==> config.mk <==
export PLATFORM = sky130hd
export DESIGN_NAME = rf_write_arbiter
export DESIGN_NICKNAME = d
export VERILOG_FILES = /design/src/rtl/rf_write_arbiter.sv
export SDC_FILE = /design/constraint.sdc
export NUM_CORES = 1
export LEC_CHECK = 0
export BUFFER_PORTS_ARGS = -buffer_cell sky130_fd_sc_hd__buf_2
export CAP_MARGIN = 30
export CELL_PAD_IN_SITES_DETAIL_PLACEMENT = 1
export CELL_PAD_IN_SITES_GLOBAL_PLACEMENT = 2
export CORE_MARGIN = 4
export CORE_UTILIZATION = 37
export CTS_CLUSTER_DIAMETER = 120
export DETAILED_ROUTE_END_ITERATION = 10
export GPL_TIMING_DRIVEN = 0
export PLACE_DENSITY_LB_ADDON = 0.15
export SETUP_SLACK_MARGIN = 0.02
export SLEW_MARGIN = 20
export SYNTH_ARGS = -nofsm -noshare
export SYNTH_HDL_FRONTEND = slang
export SYNTH_SLANG_ARGS = --single-unit
==> constraint.sdc <==
create_clock -name clk -period 3.9 [get_ports clk]
set_input_delay 0.585 -clock clk [delete_from_list [all_inputs] [get_ports clk]]
set_output_delay 0.585 -clock clk [all_outputs]
set_load 0.005 [all_outputs]
==> src/rtl/rf_write_arbiter.sv <==
// rf_write_arbiter
// Shares the register file's single write port between the in-order WB stage
// and a multi-cycle aux unit (divider / late load). Aux results are queued in
// a small FIFO. A per-register pending count records which destinations still
// have an aux write in flight. That count drives the ID-stage RAW hazard
// flags, and it also drives the WAW ordering rule against WB writes.
//
// Handshake (aux side): a transfer happens at a clk edge where
// aux_valid && aux_ready. aux_ready depends only on FIFO occupancy (!full);
// it does not look at aux_valid, and it ignores a pop in the same cycle.
// The WB side has no ready. When pipe_stall is high, the WB write was refused
// and the pipeline presents it again on the next cycle.
module rf_write_arbiter #(
  parameter int DEPTH    = 4,
  parameter int MAX_WAIT = 8,
  parameter int DW       = 32
) (
  input  logic          clk,
  input  logic          rst,
  input  logic          pipe_wr,
  input  logic [4:0]    pipe_dst,
  input  logic [DW-1:0] pipe_data,
  input  logic          aux_valid,
  output logic          aux_ready,
  input  logic [4:0]    aux_dst,
  input  logic [DW-1:0] aux_data,
  output logic          pipe_stall,
  output logic          rf_we,
  output logic [4:0]    rf_dst,
  output logic [DW-1:0] rf_data,
  input  logic [4:0]    id_rs,
  input  logic [4:0]    id_rt,
  output logic          rs_busy,
  output logic          rt_busy
);

  localparam int AW = $clog2(DEPTH);
  localparam int PW = $clog2(DEPTH + 1);
  localparam int WW = $clog2(MAX_WAIT + 1);
  localparam logic [WW-1:0] WAIT_LIMIT = WW'(MAX_WAIT);

  // Aux FIFO storage. Each pointer has one extra MSB, so full and empty can
  // be told apart.
  logic [4:0]    dst_mem  [DEPTH];
  logic [DW-1:0] data_mem [DEPTH];
  logic [AW:0]   wr_ptr;
  logic [AW:0]   rd_ptr;

  // Number of queued aux writes per architectural register.
  logic [PW-1:0] pending [32];

  // Number of consecutive cycles the FIFO head has been denied the port.
  logic [WW-1:0] wait_cnt;

  logic          fifo_empty;
  logic          fifo_full;
  logic [4:0]    head_dst;
  logic [DW-1:0] head_data;
  logic          push;
  logic          pop;
  logic          pipe_valid;
  logic          waw_hit;
  logic          force_pop;

  // FIFO status, head view, and the qualified request terms.
  always_comb begin
    fifo_empty = (wr_ptr == rd_ptr);
    fifo_full  = (wr_ptr[AW] != rd_ptr[AW]) &&
                 (wr_ptr[AW-1:0] == rd_ptr[AW-1:0]);
    head_dst   = dst_mem[rd_ptr[AW-1:0]];
    head_data  = data_mem[rd_ptr[AW-1:0]];
    aux_ready  = !fifo_full;
    // An aux result for r0 is accepted but never stored.
    push       = aux_valid && !fifo_full && (aux_dst != 5'd0);
    // A WB write to r0 is dropped. It neither writes nor stalls.
    pipe_valid = pipe_wr && (pipe_dst != 5'd0);
    waw_hit    = pipe_valid && (pending[pipe_dst] != '0);
    force_pop  = !fifo_empty && ((wait_cnt == WAIT_LIMIT) || waw_hit);
  end

  // Write-port grant: a forced head wins, then WB, then an idle-slot drain.
  always_comb begin
    pop        = 1'b0;
    rf_we      = 1'b0;
    rf_dst     = 5'd0;
    rf_data    = '0;
    pipe_stall = 1'b0;
    if (force_pop) begin
      pop        = 1'b1;
      rf_we      = 1'b1;
      rf_dst     = head_dst;
      rf_data    = head_data;
      pipe_stall = pipe_valid;
    end else if (pipe_valid) begin
      rf_we      = 1'b1;
      rf_dst     = pipe_dst;
      rf_data    = pipe_data;
    end else if (!fifo_empty) begin
      pop        = 1'b1;
      rf_we      = 1'b1;
      rf_dst     = head_dst;
      rf_data    = head_data;
    end
  end

  // RAW hazard flags. An entry popped this cycle still reads busy, because
  // the RF write-through covers the following cycle.
  always_comb begin
    rs_busy = (pending[id_rs] != '0);
    rt_busy = (pending[id_rt] != '0);
  end

  // FIFO pointers. The storage itself needs no reset.
  always_ff @(posedge clk) begin
    if (rst) begin
      wr_ptr <= '0;
      rd_ptr <= '0;
    end else begin
      if (push) wr_ptr <= wr_ptr + 1'b1;
      if (pop)  rd_ptr <= rd_ptr + 1'b1;
    end
  end

  // FIFO storage write on push.
  always_ff @(posedge clk) begin
    if (push) begin
      dst_mem[wr_ptr[AW-1:0]]  <= aux_dst;
      data_mem[wr_ptr[AW-1:0]] <= aux_data;
    end
  end

  // Pending scoreboard. A push and a pop of the same register in one cycle
  // cancel out. r0 is held at zero.
  always_ff @(posedge clk) begin
    if (rst) begin
      for (int r = 0; r < 32; r++) pending[r] <= '0;
    end else begin
      pending[0] <= '0;
      for (int r = 1; r < 32; r++) begin
        if ((push && aux_dst == 5'(r)) && !(pop && head_dst == 5'(r)))
          pending[r] <= pending[r] + PW'(1);
        else if ((pop && head_dst == 5'(r)) && !(push && aux_dst == 5'(r)))
          pending[r] <= pending[r] - PW'(1);
      end
    end
  end

  // Head starvation counter. It restarts whenever the head moves or the FIFO
  // is empty, and it saturates at the forcing threshold.
  always_ff @(posedge clk) begin
    if (rst) begin
      wait_cnt <= '0;
    end else if (pop || fifo_empty) begin
      wait_cnt <= '0;
    end else if (wait_cnt != WAIT_LIMIT) begin
      wait_cnt <= wait_cnt + WW'(1);
    end
  end

endmodule

# [After elaboration in Yosys (flattened, before gate mapping)]
# Memory sizes are Yosys's and may differ from the RTL's. A register that Yosys moved wholly into a read port is not among the register bits.
# Index checks and enable logic that the tools add are counted.
[totals] register_bits=10 ramBits=244 inputBits=88 output_inout_bits=42 wordCells=704 memories=3
[mem_list] memory="data_mem" words=4 word_bits=32 read_ports=1 rd_clocked_by_memory_dff=1 write_ports=1 line="45" text="logic [DW-1:0] data_mem [DEPTH];"
[mem_list] memory="pending" words=32 word_bits=3 read_ports=34 rd_clocked_by_memory_dff=0 write_ports=32 line="50" text="logic [PW-1:0] pending [32];"
[mem_list] memory="dst_mem" words=4 word_bits=5 read_ports=1 rd_clocked_by_memory_dff=1 write_ports=1 line="44" text="logic [4:0] dst_mem [DEPTH];"
[op_classes] add_sub_neg=65 eq_ne=67 muxes=301 bitwise=63 reduce_logical=202
[ops] operator="1-bit 2-to-1 mux" n=228
[ops] operator="3-bit 2-to-1 mux" n=63
[ops] operator="5-bit equality test, second input constant" n=32
[ops] operator="1-bit logical AND" n=130
[ops] operator="3-bit by 1-bit adder with 3-bit output, second input constant" n=33
[ops] operator="32-bit 2-to-1 mux" n=3
[ops] operator="3-bit by 1-bit subtractor with 3-bit output, second input constant" n=31
[ops] operator="5-bit by 4-bit equality test with 1-bit output, second input constant" n=16
[ops] operator="1-bit zero test" n=64
[ops] operator="1-bit bitwise OR" n=63
[ops] operator="5-bit by 3-bit equality test with 1-bit output, second input constant" n=8
[ops] operator="5-bit by 2-bit equality test with 1-bit output, second input constant" n=4
[ops] operator="5-bit 2-to-1 mux" n=3
[ops] operator="5-bit by 1-bit equality test with 1-bit output, second input constant" n=2
[ops] operator="5-bit nonzero test" n=2
[ops] operator="3-bit nonzero test" n=3
[ops] operator="2-bit 2-to-1 mux" n=4
[ops] operator="4-bit by 1-bit adder with 4-bit output, second input constant" n=1
[ops] operator="4-bit equality test, second input constant" n=1
[ops] operator="4-bit != test, second input constant" n=1
[ops] operator="3-bit equality test" n=1
[ops] operator="2-bit equality test" n=1
[ops] operator="1-bit logical OR" n=2
[ops] operator="2-bit OR reduction" n=1
[ops] operator="1-bit != test" n=1

# [Logic depth before layout (Yosys ltp)]
[depth] ltp_word=14 depth_mapped=15 ltp_nobuf=13

# [Worst setup path after synthesis]
# No wires, ideal clock.
[synth_timing] path_type="input port to flip-flop" from="input pipe_dst[1]" to="memory pending[23][2] in the netlist's numbering, data pin" setup_time_ns=0.260 t_arrival_ns=3.585 t_required_ns=3.640 setup_slack_ns=0.055 stages=14 n_path_buf=3 cell_sequence="buf_2 > or3_4 > o32ai_1 > a21oi_1 > a311oi_4 > nor4_4 > buf_6 > nor4_2 > buf_2 > nand3b_1 > fa_1 > xnor2_1 > and2_1 > mux2_2"
[synth_rtl] item="start: declaration" line="21" text="input logic [4:0] pipe_dst,"
[synth_rtl] item="end: declaration" line="50"

==> flow_summary_export.csv <==
group,metric,value,unit
synth,syn-cell-area,0.0142,sq mm
worst_hold_path,holdCritPathClass,"in2reg",
grt,grt_max_degree,23,
finish,final_core_util,45.5,%
setup_path,slowest_stage,"edfxtp_1",
setup_path,cp.arrival,3240,ps
setup_path,path_cells,"nor3_4 -> a21oi_2 -> o41ai_4 -> a311oi_4 -> nor4_4 -> buf_4 -> nor2_2 -> clkbuf_8 -> buf_4 -> a22o_1 -> buf_2",
floorplanning,core_area,0.0378,sq mm
clocking,clock_latency,560,ps
floorplanning,die_w,204,um
synth,synthDistinctLibCells,66,
detailed_routing,avgViaCountPerCell,5.59,
status,status,"completed",
sta,rsz0062_at_grt,"true",
clocking,cts_num_sinks,253,
synth,seq_area_frac_synth,52.6,%
setup_path,cp-end-kind,"output port",
flow_run,maxCapViolations,0,
floorplanning,die_h,204,um
synth,ys.warnings.count,0,
synth,synth_area_per_cell,12.1,sq um
setup_path,critical_path_class,"reg2out",
setup_path,slowest_delay,450,ps
clocking,cts_max_level,1,
detailed_routing,post_drt_wl_per_cell,24.7,um
synth,async_flop_share,0,%
detailed_routing,drt_wl_total,46700,um
finish,final_nets,1484,
detailed_routing,vias,10600,
sta,tightest_slew,966,ps
place,place_inst,1813,
clocking,cts_tree,"done",
clocking,cts_buffers,30,
sta,finClkSkew,17.0,ps
power_and_ir_drop,p_leak,5.90,nW
power_and_ir_drop,power_per_cell_area,538,mW/mm^2
setup_path,crit_path_start_kind,"register",
power_and_ir_drop,p_total,0.00925,W
synth,postSynthCellCount,1171,
sta,period_share,98.0,%
grt,grt_pass1_vias,11300,
floorplanning,dieArea,0.0416,sq mm
setup_path,crit_required,3310,ps
clocking,ctsHoldBuffers,0,
detailed_routing,drt-initial-drc-count,634,
floorplanning,io-pin-count,130,
place,dp.final_hpwl,34200,um
synth,synth_edf_count,241,
sta,setup_ws,79.2,ps
place,routabilityCongestion,0.874,
setup_path,cp_max_fo,8,
sta,slew_headroom,35.6,%
setup_path,ff2ff_setup_slack,160,ps
clocking,cts_buffer_depth,3,
sta,slew_viol_final,0,
floorplanning,initial_utilization,37.6,%
sta,finalHoldViolCount,0,
clocking,clk_pin_slew_worst_paths,60,ps
floorplanning,rows,71,
finish,syn_to_final_growth,21.0,%
synth,synth_seq_cells,253,
place,portBuffers,127,
grt,grt_pass1_wl,70300,um
setup_path,crit_path_frequent_cell,"buf_4",
clocking,cts-root-buf,"clkbuf_16",
sta,finalSetupTns,0,ps
grt,grt_usage,22.2,%
power_and_ir_drop,ir_drop,565,uV
detailed_routing,drcViolationCount,0,
grt,overflow,0,
synth,synthTopCellsByArea,"edfxtp_1, mux4_2, fa_1",
place,pre_cts_ws,-880,ps
synth,synth_nets,1298,
sta,period_minus_slack,3820,ps
synth,yosys.area.top_type,"edfxtp_1",
detailed_routing,dr.pass1.iters,5,
finish,instances_no_fill,1893,
detailed_routing,antenna_left,0,
sta,max_freq,262,MHz
sta,finalSetupViolCount,0,
synth,synth_flop_cell,"edfxtp_1",
finish,drive_above_1_share,26.8,%
synth,synth_top_area_share,50.9,%
grt,antenna_found_initial,2,
-- through the flow --
stage / area, sq um / hold WS [ps]
finish: 17200 / 239
global route: 17200 / 224
CTS: 16900 / 214
detailed placement: 15600 / 517
global placement: 15500 / 499
floorplan: 14200 / 479
-- critical path: cells and delay by family (launching register included) --
family	cells	cell delay [ps]
flip-flops	1	450
AND/OR/NAND/NOR	3	630
AO/OA/AOI/OAI	4	900
buffers and inverters	4	680
-- cells in the final DEF (no fill, tap or decap), types with 17 or more instances in the layout --
master     netlist  final
clkbuf_1        39     36
o31ai_1         25     24
mux2i_1         28     28
nor3_1          48     27
mux4_2          51     51
nand2_1         71     70
inv_1           73     73
or3_1           19     19
buf_2           12    133
nand3_1         62     61
a211oi_1        29     29
fa_1            30     27
a22o_1          32     32
nand4_1         17     17
xnor2_1         33     31
clkbuf_16        0     31
buf_4            3     25
and2_1          21     17
edfxtp_1       241    241
nor2_1         138    133
-- layer usage --
metal	vias up	global-route usage, %	share of wire [%]
met5	-	0	0.058
met4	4	6.44	2.9
met3	71	4.09	5.7
met2	299	36.0	47
met1	5400	30.8	44
li1	4808	-	-
-- path summary, 6_finish.rpt --
check / from / endpoint / cells past startpoint
setup / recovery: pending[27][2]$_SDFFCE_PP0P_ / rf_data[1] / 11
hold reg to reg: wait_cnt[3]$_SDFFE_PP0P_ / wait_cnt[3]$_SDFFE_PP0P_ / 2
setup reg to reg: pending[17][1]$_DFFE_PP_ / pending[26][2]$_SDFFCE_PP0P_ / 15
hold / removal: aux_data[2] / data_mem[2][2]$_DFFE_PP_ / 1
-- cell families after synthesis --
kind of cell    after synthesis  synth area share, %
simple gates                443                 15.8
flops                       253                 52.6
compound gates              163                 8.76
buf+inv                     139                 4.02
mux                          95                 11.3
xor+xnor                     39                 2.40
fa+ha+maj                    39                 5.02
-- final cells by class --
type,instances,area (sq um)
Antenna cell,1,2.50
Buffer,64,345
Clock buffer,36,795
Clock inverter,20,216
Fill cell,3974,20600
Inverter,74,278
Multi-Input combinational cell,779,6500
Sequential cell,253,7480
Tap cell,511,639
Timing Repair Buffer,155,936
-- state kept, by name, summed over array words and instances, names as in the netlist, named ones only --
name      count
data_mem    128
dst_mem      20
pending      93
rd_ptr        3
wait_cnt      4
wr_ptr        3
-- repair_timing --
action	4_1_cts	5_1_grt
buffers inserted	10	11
gates resized for setup	62	37
cloned	0	1
pin swaps	6	13
setup endpoints to repair	113	50
-- synthesized netlist by cell type (7+ instances only) --
master    count
dfxtp_1      12
nand3_1      62
mux4_2       51
nor2_1      138
o31ai_1      25
or3_1        19
xnor2_1      33
nor4_1        7
a211oi_1     29
nor3_1       48
inv_1        73
o22ai_1      13
ha_1          9
nand2_1      71
a21oi_1      18
and2_1       21
mux2i_1      28
clkbuf_1     39
mux2_2       16
edfxtp_1    241
nand2b_1      9
a22o_1       32
nand3b_1      7
buf_2        12
o21ai_0       9
fa_1         30
or4_1        11
nor2b_1       7
nand4_1      17
buf_1         8
-- power by group --
group	leakage [nW]	internal (W)	switching (W)
combinational	3.00	0.00112	0.00190
sequential	2.41	0.00320	0.000138
clock	0.494	0.00172	0.00117
total	5.90	0.00604	0.00321
Note: power is estimated with default switching activity, not from simulation.
